File: src/rtl/ip_zero_pkg.sv
// Shared definitions for the intra-prediction zero-mode job sequencer.
// Provides the bus widths, the sequencer state encoding and the per-size
// word-count helpers used by the top and the beat counters.
package ip_zero_pkg;

    localparam int unsigned DATA_W   = 32;   // reference word, 4 x 8-bit samples
    localparam int unsigned ADDR_W   = 6;    // reference memory address
    localparam int unsigned CONF_W   = 13;   // configuration word
    localparam int unsigned SIZE_LSB = 10;   // LSB of the 3-bit size code
    localparam int unsigned SIZE_W   = 3;
    localparam int unsigned CNT_W    = 9;    // holds up to 256 output words
    localparam int unsigned MAX_SIZE = 3;    // largest legal size code

    typedef enum logic [2:0] {
        IDLE,
        LOAD,
        SETTLE,
        ISSUE,
        RUN,
        DONE
    } state_e;

    // Reference words per block: N + 1 with N = 4 << s.
    function automatic logic [CNT_W-1:0] ref_words(input logic [SIZE_W-1:0] s);
        return CNT_W'((32'd4 << s) + 32'd1);
    endfunction

    // Output words per direction: N*N/4 = 4 << (2*s).
    function automatic logic [CNT_W-1:0] out_words(input logic [SIZE_W-1:0] s);
        return CNT_W'(32'd4 << {s, 1'b0});
    endfunction

endpackage

File: src/rtl/ip_zero_beat_cnt.sv
// Saturating beat counter for one output direction of the prediction core.
// Ports:
//   clk, arst   clock, asynchronous active-high reset
//   clr_i       synchronous clear (start of a new block)
//   en_i        counting window (core running)
//   beat_i      observed valid&ready beat
//   max_i       terminal count for the current block
//   tc_o        count has reached max_i (registered)
//   ovf_o       one-cycle strobe: a beat arrived while already at max_i
module ip_zero_beat_cnt
    import ip_zero_pkg::*;
(
    input  logic             clk,
    input  logic             arst,
    input  logic             clr_i,
    input  logic             en_i,
    input  logic             beat_i,
    input  logic [CNT_W-1:0] max_i,
    output logic             tc_o,
    output logic             ovf_o
);

    logic [CNT_W-1:0] cnt_q, cnt_d;
    logic             tc_q, tc_d;
    logic             ovf_q, ovf_d;

    // Next count: clear wins, otherwise count up and hold at max_i.
    always_comb begin
        cnt_d = cnt_q;
        ovf_d = 1'b0;
        if (clr_i) begin
            cnt_d = '0;
        end else if (en_i && beat_i) begin
            if (cnt_q == max_i) begin
                ovf_d = 1'b1;
            end else begin
                cnt_d = cnt_q + CNT_W'(1);
            end
        end
        tc_d = (cnt_d == max_i);
    end

    always_ff @(posedge clk or posedge arst) begin
        if (arst) begin
            cnt_q <= '0;
            tc_q  <= 1'b0;
            ovf_q <= 1'b0;
        end else begin
            cnt_q <= cnt_d;
            tc_q  <= tc_d;
            ovf_q <= ovf_d;
        end
    end

    assign tc_o  = tc_q;
    assign ovf_o = ovf_q;

endmodule

File: src/rtl/ip_zero_sched.sv
// Job sequencer in front of the planar/DC/angular-zero prediction wrapper.
// Per job: accept a configuration word, stream the block's reference words
// into the mirrored reference memories, issue the configuration to the core
// and watch the hor/ver output handshakes until the block is complete.
// Ports:
//   clk, arst                      clock, asynchronous active-high reset
//   job_in_dat/vld/rdy             job configuration stream
//   ref_in_dat/vld/rdy             reference word stream
//   wdata, wraddress, wren         reference memory write port
//   conf_out_dat/vld/rdy           configuration to the core conf_in FIFO
//   hor_mon_vld/rdy, ver_mon_vld/rdy  taps of the core output handshakes
//   done                           one-cycle pulse at job completion
//   busy                           job in progress
//   err                            sticky protocol error
module ip_zero_sched
    import ip_zero_pkg::*;
(
    input  logic              clk,
    input  logic              arst,
    input  logic [CONF_W-1:0] job_in_dat,
    input  logic              job_in_vld,
    output logic              job_in_rdy,
    input  logic [DATA_W-1:0] ref_in_dat,
    input  logic              ref_in_vld,
    output logic              ref_in_rdy,
    output logic [DATA_W-1:0] wdata,
    output logic [ADDR_W-1:0] wraddress,
    output logic              wren,
    output logic [CONF_W-1:0] conf_out_dat,
    output logic              conf_out_vld,
    input  logic              conf_out_rdy,
    input  logic              hor_mon_vld,
    input  logic              hor_mon_rdy,
    input  logic              ver_mon_vld,
    input  logic              ver_mon_rdy,
    output logic              done,
    output logic              busy,
    output logic              err
);

    state_e            state_q;
    logic [CONF_W-1:0] conf_q;
    logic [ADDR_W-1:0] addr_cnt_q;

    logic [SIZE_W-1:0] size_q;
    logic [CNT_W-1:0]  max_beats;
    logic [CNT_W-1:0]  last_addr;
    logic              hor_beat, ver_beat;
    logic              hor_tc, ver_tc;
    logic              hor_ovf, ver_ovf;
    logic              cnt_clr, cnt_en;
    logic              ref_hs, last_ref;
    logic              stray_beat;

    assign size_q     = conf_q[SIZE_LSB +: SIZE_W];
    assign max_beats  = out_words(size_q);
    assign last_addr  = ref_words(size_q) - CNT_W'(1);
    assign hor_beat   = hor_mon_vld & hor_mon_rdy;
    assign ver_beat   = ver_mon_vld & ver_mon_rdy;
    assign cnt_en     = (state_q == RUN);
    // Counters restart exactly when the core takes the configuration.
    assign cnt_clr    = (state_q == ISSUE) & conf_out_vld & conf_out_rdy;
    assign ref_hs     = ref_in_vld & ref_in_rdy;
    assign last_ref   = (CNT_W'(addr_cnt_q) == last_addr);
    assign stray_beat = (hor_beat | ver_beat) & (state_q != RUN);

    ip_zero_beat_cnt u_hor_cnt (
        .clk    (clk),
        .arst   (arst),
        .clr_i  (cnt_clr),
        .en_i   (cnt_en),
        .beat_i (hor_beat),
        .max_i  (max_beats),
        .tc_o   (hor_tc),
        .ovf_o  (hor_ovf)
    );

    ip_zero_beat_cnt u_ver_cnt (
        .clk    (clk),
        .arst   (arst),
        .clr_i  (cnt_clr),
        .en_i   (cnt_en),
        .beat_i (ver_beat),
        .max_i  (max_beats),
        .tc_o   (ver_tc),
        .ovf_o  (ver_ovf)
    );

    // Sequencer: all handshake and memory-port outputs are registered here.
    always_ff @(posedge clk or posedge arst) begin
        if (arst) begin
            state_q      <= IDLE;
            conf_q       <= '0;
            addr_cnt_q   <= '0;
            wdata        <= '0;
            wraddress    <= '0;
            wren         <= 1'b0;
            conf_out_dat <= '0;
            conf_out_vld <= 1'b0;
            job_in_rdy   <= 1'b0;
            ref_in_rdy   <= 1'b0;
            done         <= 1'b0;
            busy         <= 1'b0;
            err          <= 1'b0;
        end else begin
            wren <= 1'b0;
            done <= 1'b0;
            if (stray_beat || hor_ovf || ver_ovf) begin
                err <= 1'b1;
            end

            case (state_q)
                IDLE: begin
                    job_in_rdy <= 1'b1;
                    if (job_in_vld && job_in_rdy) begin
                        conf_q <= job_in_dat;
                        if (job_in_dat[SIZE_LSB +: SIZE_W] > SIZE_W'(MAX_SIZE)) begin
                            // Unsupported block size: drop the job, keep accepting.
                            err <= 1'b1;
                        end else begin
                            job_in_rdy <= 1'b0;
                            busy       <= 1'b1;
                            ref_in_rdy <= 1'b1;
                            addr_cnt_q <= '0;
                            state_q    <= LOAD;
                        end
                    end
                end

                LOAD: begin
                    if (ref_hs) begin
                        wdata      <= ref_in_dat;
                        wraddress  <= addr_cnt_q;
                        wren       <= 1'b1;
                        addr_cnt_q <= addr_cnt_q + ADDR_W'(1);
                        if (last_ref) begin
                            ref_in_rdy <= 1'b0;
                            state_q    <= SETTLE;
                        end
                    end
                end

                // One gap cycle lets the final registered write land first.
                SETTLE: begin
                    conf_out_vld <= 1'b1;
                    conf_out_dat <= conf_q;
                    state_q      <= ISSUE;
                end

                ISSUE: begin
                    if (conf_out_rdy) begin
                        conf_out_vld <= 1'b0;
                        state_q      <= RUN;
                    end
                end

                RUN: begin
                    if (hor_tc && ver_tc) begin
                        done    <= 1'b1;
                        state_q <= DONE;
                    end
                end

                DONE: begin
                    busy       <= 1'b0;
                    job_in_rdy <= 1'b1;
                    state_q    <= IDLE;
                end

                default: begin
                    state_q <= IDLE;
                end
            endcase
        end
    end

endmodule
File: config.mk
export PLATFORM = sky130hd
export DESIGN_NAME = ip_zero_sched
export DESIGN_NICKNAME = d
export VERILOG_FILES = /design/src/rtl/ip_zero_pkg.sv /design/src/rtl/ip_zero_beat_cnt.sv /design/src/rtl/ip_zero_sched.sv
export SDC_FILE = /design/constraint.sdc
export NUM_CORES = 1
export LEC_CHECK = 0
export ABC_AREA = 0
export ABC_CLOCK_PERIOD_IN_PS = 5000
export CELL_PAD_IN_SITES_DETAIL_PLACEMENT = 1
export CELL_PAD_IN_SITES_GLOBAL_PLACEMENT = 1
export CORE_ASPECT_RATIO = 1.25
export CORE_MARGIN = 3
export CORE_UTILIZATION = 31
export DETAILED_ROUTE_END_ITERATION = 12
export PLACE_DENSITY = 0.77
export RECOVER_POWER = 50
export REMOVE_ABC_BUFFERS = 1
export SLEW_MARGIN = 20
export SYNTH_ARGS = -nofsm -noshare
export SYNTH_HDL_FRONTEND = slang
export SYNTH_SLANG_ARGS = --single-unit
File: constraint.sdc
create_clock -name clk -period 5 [get_ports clk]
set_input_delay 1 -clock clk [delete_from_list [all_inputs] [get_ports clk]]
set_output_delay 1 -clock clk [all_outputs]
set_load 0.02 [all_outputs]
# After elaboration in Yosys (flattened, before gate mapping)
# Index checks and enable logic that the tools add are counted.
[word_totals]
wordCells = 110
in_bits = 54
reg_bits = 102
[classes]
shift = 2
n_eq_ne = 17
n_mux = 42
n_reduce_logical = 17
add_sub_neg = 5
bitwise_logic = 7
order_cmp = 1
[ops]
columns = ["op", "n"]
rows = [
  ["two-way mux 9 bit", 6],
  ["equality test 9 bit", 4],
  ["adder 9 x 1 -> 9 bit, second input constant", 3],
  ["two-way mux 1 bit", 21],
  ["two-way mux 3 bit", 6],
  ["two-way mux 6 bit", 3],
  ["one-hot mux 3 bit (5 select lines)", 1],
  ["!= test 2 bit, second input constant", 6],
  ["one-hot mux 6 bit (2 select lines)", 1],
  ["equality test 6 x 9 -> 1 bit", 1],
  ["left shift 3 x 3 -> 9 bit, first input constant", 1],
  ["left shift 3 x 4 -> 9 bit, first input constant", 1],
  ["subtractor 9 x 1 -> 9 bit, second input constant", 1],
  ["one-hot mux 1 bit (2 select lines)", 4],
  ["adder 6 x 1 -> 6 bit, second input constant", 1],
  ["AND 1 bit", 6],
  ["equality test 3 x 2 -> 1 bit, second input constant", 2],
  ["equality test 3 bit, second input constant", 2],
  ["AND reduction 2 bit", 3],
  ["AND reduction 6 bit", 1],
  ["nonzero test 2 bit", 3],
  ["AND reduction 5 bit", 1],
  ["logical AND 1 bit", 4],
  ["AND reduction 4 bit", 1],
  ["other kinds (7)", 8],
]

# Logic depth before layout (Yosys ltp)
# Gate-level depths: netlist of the first run.
[depth]
depth_word = 9
mapped_depth = 9
mapped_depth_nobuf = 9

# Hierarchy
# A second synthesis of the first run with hierarchy kept.
[hier_totals]
cells_unflattened = 460
hier_area_um2 = 5500.3
[modules_own_cells]
columns = ["module", "instances", "cells_per_inst", "seq_area_each_um2", "area_each_um2"]
rows = [
  ["ip_zero_sched", 1, 244, 2001.9, 3523.4],
  ["ip_zero_beat_cnt", 2, 108, 275.3, 988.4],
]

# Least setup slack after synthesis of the first run
# OpenSTA, ideal clock, no wires.
[synth_timing]
path_kind = "in2reg"
start = "in ver_mon_vld"
end = "reg u_ver_cnt.tc_q, in the netlist u_ver_cnt.tc_o"
setup_time_ns = 0.107
t_arrival_ns = 2.375
t_required_ns = 4.893
path_slack_ns = 2.518
stages = 7
path_cell_list = "nand2_1 nor4_4 mux2i_1 inv_1 nor4_1 o211ai_2 a2111oi_4"
[synth_between]
elab_chain_cells = 5
[synth_rtl]
columns = ["element", "line_no", "text"]
rows = [
  ["start, declared", "ip_zero_sched.sv:34", "input logic ver_mon_vld,"],
  ["AND 1 bit", "ip_zero_sched.sv:59", "assign ver_beat = ver_mon_vld & ver_mon_rdy;"],
  ["logical AND 1 bit", "ip_zero_beat_cnt.sv:33", "end else if (en_i && beat_i) begin"],
  ["two-way mux 9 bit", "ip_zero_beat_cnt.sv:33", ""],
  ["two-way mux 9 bit", "ip_zero_beat_cnt.sv:31", "if (clr_i) begin"],
  ["net u_ver_cnt.cnt_d[8]", "ip_zero_beat_cnt.sv:23", "logic [CNT_W-1:0] cnt_q, cnt_d;"],
  ["equality test 9 bit", "ip_zero_beat_cnt.sv:40", "tc_d = (cnt_d == max_i);"],
  ["net u_ver_cnt.tc_d", "ip_zero_beat_cnt.sv:24", "logic tc_q, tc_d;"],
  ["end signal, assigned", "ip_zero_beat_cnt.sv:50", "tc_q <= tc_d;"],
  ["end, declared", "ip_zero_beat_cnt.sv:24", ""],
]
# The timed path passes the listed nets, and every way through them passes these cells.
# A chain may end at the register's enable or synchronous reset.

==> summary.txt, run 1 <==
Status
  • Outcome: complete, but fails checks
  • Failing checks: capacitance limit, slew limit

Global routing
  • Grt total ovfl: 0
  • Initial antenna violation count: 1
  • GRT Total Usage: 0.156
  • First-pass GRT wire length: 22.1 mm
  • Largest net degree at the start of global routing: 77
  • Number of global-route vias before repair: 4,355

Setup path
  • Critical R2R Capture: wdata[3]
  • CP max stage cell: inv_1
  • Crit-path max FO: 76
  • Reg2Reg Depth: 4
  • Flop2flop setup slack: 2010 ps
  • Largest stage delay, worst path: 1950 ps
  • CP Data Arrival Time: 3420 ps
  • Critical path endpoint category: async pin
  • CP Class: in2async
  • Worst Path Required: approximately 4900 ps
  • Critical path's top delay family: buffers and inverters
  • Reg-to-Reg Start: state_q[0]
  • CP bufs+invs: 2
  • CP Cell Sequence: clkdlybuf4s50_1 > inv_1
  • Startpoint types: primary input

Clock network
  • CTS tree: done
  • Hold Buf Count CTS: 0
  • # H-tree levels: 3
  • Clk slew on worst S/H paths: 80 ps
  • Setup bufs post-CTS: 0
  • Total clock sinks: between 100 and 150
  • Total CTS buffers: 9
  • Skew-Pair Late Insertion Delay: 350 ps
  • CTS max path bufs: 2
  • Clk root buf: clkbuf_16
  • Post-CTS sizing: 0

Logic synthesis
  • Post-synth top area share: 0.524
  • Synth Register Bits: 102
  • Seq/Total Area, Yosys: 0.524
  • Synth Flop Type: dfrtp_1
  • Distinct cells, synth: 67
  • Synth area leader: dfrtp_1
  • Ys Warns: 0
  • Leading post-synthesis cells by cell area: dfrtp_1 52%, mux2_2 10%, mux2_1 4.2%
  • Count leader, synth: dfrtp_1
  • Number of synthesized flops with an enable pin: 0
  • Synth Instances: roughly 430
  • Synth top cells by count: 102 x dfrtp_1, 45 x mux2_2, 37 x nor2_1
  • Mean post-synth cell area: 11.5 um2
  • Synthesized area: 4870 um2
  • Ys async rst share: 1.00

Routing
  • First drt pass iteration count: 4
  • Remaining DRCs: 0
  • Antenna-violating nets left: 0
  • WL final: 13.0 mm
  • Vias: between 3,000 and 4,000
  • Mean number of vias per cell: about 5.0
  • Initial DRC Count: 151
  • Avg WL per Cell: 17.5 um

Final layout
  • Footprint of the multi-input gates: 2160 um2
  • Area growth syn-to-layout: 32.6%
  • Nets: 587
  • Ant. Diodes: 0
  • Post-route cell area: 6460 um2
  • Fill cells: 1,655
  • Final core occ: 0.425
  • Share of post-route cells with drive strength above 1: 0.148
  • FF/Latch Area: between 2000 and 3000 um2

STA
  • Final Max Tran Viols: 134
  • Worst slew pin tran: 2800 ps
  • Final hold viol count: 0
  • Final Skew: 10.7 ps
  • Slew headroom: -0.868
  • Unrepaired setup endpoints after global routing: false
  • Crit share post-route: 0.714
  • Fin crit period: 3570 ps
  • Final hold slack: 450 ps
  • Fmax: 280 MHz
  • Setup TNS: 0 ps
  • Setup Viol. Count Final: 0

Worst hold path
  • Hold depth: 2
  • Hold Path Sink: err
  • Hold path start: u_hor_cnt.ovf_o
  • Hold Crit Class: reg2reg

Die
  • Core area: approximately 15,000 um2
  • Die area: 17,300 um2
  • Die width: 118 um
  • Row Count: 50
  • Boundary pin count: 112
  • Initial core utilization: 0.320
  • Die span in y: 146 um

Placement
  • Port Buffers: approximately 110
  • Final HPWL DP: 9.38 mm
  • Placer Congestion: between 0.7 and 0.8
  • Cell Area, Placed: between 6000 and 7000 um2

Power and ir drop
  • Pwr per Cell Area: 591 nW/um2
  • Worst IR Drop VDD: 0.000265 V
  • Leak: 2.71 nW

Job
  • Max-cap violation count: 3
==> cells by family (layout without fill, tap and decap cells) <==
| group | Yosys count | in the layout | share of synthesized area |
|---|---|---|---|
| AOI/OAI and AO/OA | 59 | 59 | 0.0909 |
| adders and majority gates | 6 | 6 | 0.0154 |
| buffers and inverters | 34 | 141 | 0.0293 |
| muxes | 65 | 65 | 0.150 |
| and+or+nand+nor | 138 | 138 | 0.153 |
| DFF | 102 | 102 | 0.524 |
| xor gates and xnor gates | 21 | 21 | 0.0378 |
==> state kept, by name (all words and copies together) (netlist names) <==
| register | cells |
|---|---|
| u_ver_cnt.tc_o | 1 |
| job_in_rdy | 1 |
| busy | 1 |
| u_ver_cnt.ovf_o | 1 |
| u_ver_cnt.cnt_q | 9 |
| ref_in_rdy | 1 |
| conf_q | 13 |
| addr_cnt_q | 6 |
| u_hor_cnt.ovf_o | 1 |
| wren | 1 |
| state_q | 3 |
| u_hor_cnt.tc_o | 1 |
| err | 1 |
| conf_out_vld | 1 |
| conf_out_dat | 13 |
| u_hor_cnt.cnt_q | 9 |
| done | 1 |
| wraddress | 6 |
| wdata | 32 |
==> per-stage QoR <==
stage,worst slack [ps],instances,total power [mW]
finish,1430,740,3.82
global route,858,740,4.09
CTS,1820,740,3.89
detailed placement,1430,724,3.10
global placement,1560,724,3.01
floorplan,524,403,2.35
==> metal layers <==
| metal | vias to the layer above | wire length [um] | global-route usage |
|---|---|---|---|
| met1 | 1873 | 4920 | 0.174 |
| li1 | 1709 | - | - |
| met3 | 16 | 1320 | 0.0690 |
| met5 | - | 7 | 0 |
| met4 | 2 | 180 | 0.0499 |
| met2 | 129 | 6550 | 0.268 |
==> how the worst max path moves through the flow <==
stage          slack, ps    startpoint        endpoint  depth (start not counted)
6_report            1430          arst        wdata[6]                          2
5_1_grt              860          arst   addr_cnt_q[5]                          2
4_1_cts             1820  conf_out_rdy  u_ver_cnt.tc_o                          7
3_5_place_dp        1430  conf_out_rdy  u_ver_cnt.tc_o                          7
3_3_place_gp        1560  conf_out_rdy  u_ver_cnt.tc_o                          7
2_1_floorplan        520    ref_in_vld       wdata[10]                          3
==> where the power goes <==
part	total, mW	switching [mW]	internal [mW]	leakage (nW)
combinational	1.60	0.787	0.812	1.28
clock	0.762	0.354	0.407	0.159
sequential	1.46	0.314	1.15	1.28
total	3.82	1.46	2.37	2.71
==> area by class of cell <==
type                       count  share of cell area
sequential                   102               0.395
multi-input combinational    289               0.334
timing repair buffer         113               0.174
tap                          208              0.0403
clock buffer                   9              0.0349
clock inverter                 7              0.0151
inverter                      12             0.00697
==> cell usage in the layout, fill, tap and decap left out, types with 3 or more instances in the layout <==
cell type / count
dfrtp_1: 102
clkdlybuf4s50_1: 102
mux2_2: 45
nor2_1: 37
nand2_1: 32
mux2_1: 18
a21oi_1: 15
inv_1: 12
xor2_1: 12
nand3_1: 9
o21ai_0: 9
xnor2_1: 9
clkbuf_16: 9
dlygate4sd3_1: 9
nor3_1: 7
nand4_1: 7
and3_1: 6
ha_1: 6
or3_1: 5
nand2b_1: 4
nor4_1: 4
a21o_1: 3
a221oi_1: 3
and4_1: 3
a21oi_2: 3
and2_1: 3
inv_8: 3
Note: power is estimated with default switching activity, not from simulation.
==> run 2: changes to the inputs <==
- ABC_CLOCK_PERIOD_IN_PS: 5000 -> 3500
- clock period: 5 -> 3.5 ns (I/O delays scaled with it)
==> run 2 against run 1 <==
The flow still finishes with violations (capacitance limit, slew limit). Critical path depth rose by 5. Non-clock buffer count up 4. Clock skew is 2.2 ps higher. Register-to-register slack worse by 1400 ps. Count of clock-buffer cells in the layout unchanged. Cell area rose by 0.54%. Sequential power is 40% higher. Via count shrank 1.4%. Critical path type is now reg2reg. Critical endpoint is now u_ver_cnt.tc_o. Largest cell class unchanged. Largest power group unchanged.
==> summary.txt, run 2 (same netlist as run 1, synthesis figures left out) <==
Routing
  • WL met3: 1.27 mm
  • First drt pass iteration count: 4
  • Met1 wire length: 5.11 mm
  • Max Used Layer: met4
  • Mean number of vias per cell: approximately 5
  • Antenna-violating nets left: 0
  • Initial DRC Count: 135
  • Vias: 3,677
  • Remaining DRCs: 0
  • WL final: 13.1 mm
  • Avg WL per Cell: about 18 um
  • WL met2: roughly 6.6 mm

Clock network
  • Hold Buf Count CTS: 0
  • CTS max path bufs: 2
  • Total CTS buffers: 9
  • Clk root buf: clkbuf_16
  • Total clock sinks: 102
  • Post-CTS sizing: 0
  • Setup bufs post-CTS: 0
  • # H-tree levels: 3
  • CTS tree: done
  • Clk slew on worst S/H paths: 70 ps
  • Skew-Pair Late Insertion Delay: 350 ps

STA
  • Worst slew pin tran: 1980 ps
  • Slew headroom: -0.319
  • Final hold viol count: 0
  • Final Skew: 12.9 ps
  • Crit share post-route: 0.822
  • Fin crit period: 2880 ps
  • Setup TNS: 0 ps
  • Final hold slack: roughly 460 ps
  • Setup Viol. Count Final: 0
  • Fmax: around 350 MHz
  • Final Max Tran Viols: 49
  • Unrepaired setup endpoints after global routing: false

Global routing
  • First-pass GRT wire length: around 22 mm
  • Initial antenna violation count: 1
  • Grt total ovfl: 0
  • GRT Total Usage: 0.155
  • Largest net degree at the start of global routing: 55
  • Number of global-route vias before repair: 4,122

Power and ir drop
  • Leak: 2.72 nW
  • Pwr per Cell Area: 831 nW/um2
  • Psw: a little over 2 mW
  • Worst IR Drop VDD: ~0.00043 V
  • Sequential share of power: 0.379
  • Logic pwr share: 0.435
  • Clock Power Share: 0.186
  • Sw Ratio: 0.384
  • Internal power: 3.33 mW

Status
  • Outcome: complete, but fails checks
  • Failing checks: capacitance limit, slew limit

Final layout
  • Biggest regs: wdata (32), conf_out_dat (13), conf_q (13)
  • Post-route insts no fill: 745
  • Most flop-heavy register: wdata
  • Commonest non-fill, non-tap cell in the layout: clkdlybuf4s50_1
  • Nets: about 590
  • Commonest cells after routing, fill and taps aside: 109 x clkdlybuf4s50_1, 102 x dfrtp_1, 45 x mux2_2
  • Max FFs per register: 32
  • Share of post-route cells with drive strength above 1: 0.157
  • Area growth syn-to-layout: 33.4%

Placement
  • Port Buffers: ~110
  • Final HPWL DP: about 9.8 mm
  • Placer Congestion: ~0.87
  • Placed insts: roughly 730

Setup path
  • CP Data Arrival Time: 3110 ps
  • Largest stage delay, worst path: 580 ps
  • CP Cell Sequence: or3b_1 > nor4_4 > mux2i_1 > inv_1 > nor4_1 > o211ai_2 > a2111oi_4
  • Critical path endpoint category: register
  • Worst Path Required: about 3700 ps
  • Startpoint types: register
  • Crit-path max FO: 14
  • CP Class: reg2reg
  • CP max stage cell: dfrtp_1

Die
  • Row Count: 50
  • Die span in y: around 150 um
  • Die area: 17,300 um2
  • Boundary pin count: 112
  • Initial core utilization: 0.320
  • Core area: 15,200 um2
  • Die width: 118 um

Job
  • Max-cap violation count: 1

Worst hold path
  • Hold Crit Class: reg2reg
==> run 2: worst max-delay path, delay by kind of cell (launching register included) <==
family | cells | cell delay [ps]
compound gates | 2 | 350
buf+inv | 1 | 120
flops | 1 | 580
mux | 1 | 400
simple gates | 3 | 1290
==> run 2: worst paths after layout <==
path,to,cells past startpoint,slack (ps),from
setup reg to reg,u_ver_cnt.tc_o,7,620,state_q[2]
hold reg to reg,err,2,460,u_hor_cnt.ovf_o
max in group asynchronous,u_ver_cnt.tc_o,2,910,arst
min in group asynchronous,conf_q[5],2,1430,arst
hold / removal,err,2,460,u_hor_cnt.ovf_o
setup / recovery,u_ver_cnt.tc_o,7,620,state_q[2]
==> run 2: cell type report <==
type	count	area, um2
fill	1645	8710
clock inverter	7	72.6
timing repair buffer	117	1160
clock buffer	9	225
antenna	1	2.50
inverter	12	45.0
multi-input combinational	289	2180
tap	208	260
sequential	102	2550
==> run 2: metal layers <==
| layer | GRT usage | vias to the layer above |
|---|---|---|
| met4 | 0.0399 | 0 |
| met3 | 0.0713 | 9 |
| li1 | - | 1725 |
| met2 | 0.267 | 111 |
| met1 | 0.172 | 1832 |
| met5 | 0 | - |
==> run 2: power groups by stage <==
| stage | logic [mW] | registers, mW | clock network [mW] |
|---|---|---|---|
| final | 2.35 | 2.05 | 1.00 |
| after global routing | 2.55 | 2.13 | 1.09 |
| after CTS | 2.40 | 2.06 | 1.04 |
| after detailed placement | 2.38 | 2.07 | 0 |
| after global placement | 2.30 | 2.03 | 0 |
| after floorplan | 1.02 | 2.34 | 0 |
==> run 2: metrics by stage <==
step	utilization	cell area, um2	worst slack [ps]	total power [mW]
after floorplan	-	4770	-676	3.36
after global placement	0.409	6210	538	4.32
after detailed placement	0.409	6210	404	4.46
after CTS	0.428	6510	623	5.49
after global routing	0.427	6500	452	5.77
final	0.427	6500	625	5.40
==> run 3: changes to the inputs <==
- ABC_CLOCK_PERIOD_IN_PS: 3500 -> 2700
- clock period: 3.5 -> 2.7 ns (I/O delays scaled with it)
==> run 3 against run 2 <==
Maximum frequency increased by 16%. Power grew 32%. Via count rose by 2.0%. Clock skew fell by 3.9 ps. The run now ends clean.
==> summary.txt, run 3 (same netlist as run 1, synthesis figures left out) <==
Final layout
  • Biggest regs: wdata (32), conf_out_dat (13), conf_q (13)
  • Commonest cells after routing, fill and taps aside: 108 x clkdlybuf4s50_1, 102 x dfrtp_1, 45 x mux2_2
  • Fill cells: 1,656
  • Post-route cell area: 6630 um2
  • Area growth syn-to-layout: 36.1%
  • Nets: a little over 600
  • Max FFs per register: 32
  • Most flop-heavy register: wdata
  • Commonest non-fill, non-tap cell in the layout: clkdlybuf4s50_1
  • Share of post-route cells with drive strength above 1: 0.186

Clock network
  • CTS max path bufs: 2
  • Total CTS buffers: 9
  • Skew-Pair Late Insertion Delay: 350 ps
  • Clk root buf: clkbuf_16
  • Setup bufs post-CTS: 0
  • Total clock sinks: 102
  • # H-tree levels: 3
  • CTS tree: done
  • Clk slew on worst S/H paths: 70 ps

Routing
  • Mean number of vias per cell: 4.92
  • Avg WL per Cell: 17.2 um
  • Remaining DRCs: 0
  • First drt pass iteration count: 4
  • Initial DRC Count: roughly 100
  • WL final: 13.2 mm
  • Vias: 3,751
  • Antenna-violating nets left: 0

Setup path
  • Startpoint types: register
  • Critical path destination: u_ver_cnt.tc_o
  • CP Class: reg2reg
  • Reg2Reg Depth: 7
  • Reg-to-Reg Start: state_q[1]
  • CP Data Arrival Time: 2730 ps
  • Critical path endpoint category: register
  • Worst Path Required: 2950 ps
  • Critical R2R Capture: u_ver_cnt.tc_o
  • Flop2flop setup slack: 220 ps
  • Worst setup startpoint: state_q[1]
  • Crit-path max FO: 8

Global routing
  • First-pass GRT wire length: approximately 22 mm
  • GR Util met2: 0.272
  • GRT Total Usage: 0.158
  • Grt total ovfl: 0
  • Busiest grt layer: met2
  • Number of global-route vias before repair: 4,259
  • Met1 Usage GRT: 0.175
  • GR Util met3: 0.0763
  • Largest net degree at the start of global routing: 43
  • Initial antenna violation count: 1

Die
  • Initial core utilization: 0.320
  • Row Count: 50
  • Die span in y: 146 um
  • Die area: roughly 17,000 um2
  • Boundary pin count: around 110
  • Core area: 15,200 um2
  • Die width: 118 um

STA
  • Fin crit period: between 2000 and 2500 ps
  • Unrepaired setup endpoints after global routing: false
  • Slew headroom: 0.201
  • Final hold viol count: 0
  • Setup Viol. Count Final: 0
  • Crit share post-route: 0.920
  • Worst slew pin tran: 1200 ps
  • Setup TNS: 0 ps
  • Final Max Tran Viols: 0
  • Final Skew: 9.01 ps
  • Fmax: 403 MHz

Job
  • Max-cap violation count: 0

Power and ir drop
  • Pwr Total: 7.10 mW
  • Pwr per Cell Area: 1070 nW/um2
  • Leak: around 2.8 nW
  • Worst IR Drop VDD: 0.000618 V

Placement
  • Cell Area, Placed: 6370 um2
  • Placer Congestion: 0.825
  • Port Buffers: approximately 110
  • Final HPWL DP: 10.1 mm

Status
  • Outcome: complete, no violations

Worst hold path
  • Hold Crit Class: reg2reg
-- run 3: final cells by class --
type | count | area (um2) | share of cell area
Antenna cell | 1 | 2.50 | 0.000377
Clock buffer | 10 | 239 | 0.0360
Clock inverter | 6 | 62.6 | 0.00943
Inverter | 12 | 46.3 | 0.00698
Multi-Input combinational cell | 289 | 2180 | 0.329
Sequential cell | 102 | 2550 | 0.385
Tap cell | 208 | 260 | 0.0392
Timing Repair Buffer | 135 | 1280 | 0.194
-- run 3: worst min-delay path by stage --
stage | start | to | slack, ps | cells past startpoint
global placement | u_hor_cnt.ovf_o | err | 440 | 2
finish | u_hor_cnt.ovf_o | err | 470 | 2
detailed placement | u_hor_cnt.ovf_o | err | 460 | 2
floorplan | u_hor_cnt.ovf_o | err | 420 | 2
CTS | arst | wdata[23] | 460 | 2
global route | u_hor_cnt.ovf_o | err | 490 | 2
-- run 3: critical path: stages (launching register included) --
cell and delay [ps]:
dfrtp_1 430, or3b_1 560, or4_4 570, a21oi_2 190, xor2_1 100, a31oi_1 190
o211ai_2 150, a2111oi_4 190
-- run 3: power by group --
part | internal [mW] | switching [mW] | total [mW] | leakage, nW
Clock | 0.677 | 0.630 | 1.31 | 0.149
Combinational | 1.60 | 1.60 | 3.20 | 1.38
Sequential | 2.13 | 0.467 | 2.59 | 1.28
Total | 4.40 | 2.70 | 7.10 | 2.80
-- run 3: routing by layer --
layer / part of all wire / up-vias / wire length (um)
li1: - / 1753 / -
met1: 0.39 / 1870 / 5100
met2: 0.50 / 113 / 6590
met3: 0.098 / 15 / 1290
met4: 0.013 / 0 / 175
met5: 0 / - / 0
-- run 3: per-stage QoR --
step	setup slack, ps	hold slack [ps]	instances	util
floorplan	-1320	424	403	-
global placement	81.4	443	746	0.419
detailed placement	-70.9	457	746	0.419
CTS	95.1	461	762	0.439
global route	38.8	489	763	0.436
finish	216	468	763	0.436
-- run 3: what timing repair did --
| action | 4_1_cts | 5_1_grt |
|---|---|---|
| hold buffers | 0 | 0 |
| endpoints found under the setup margin | 0 | 1 |
| gates resized for setup | 0 | 2 |
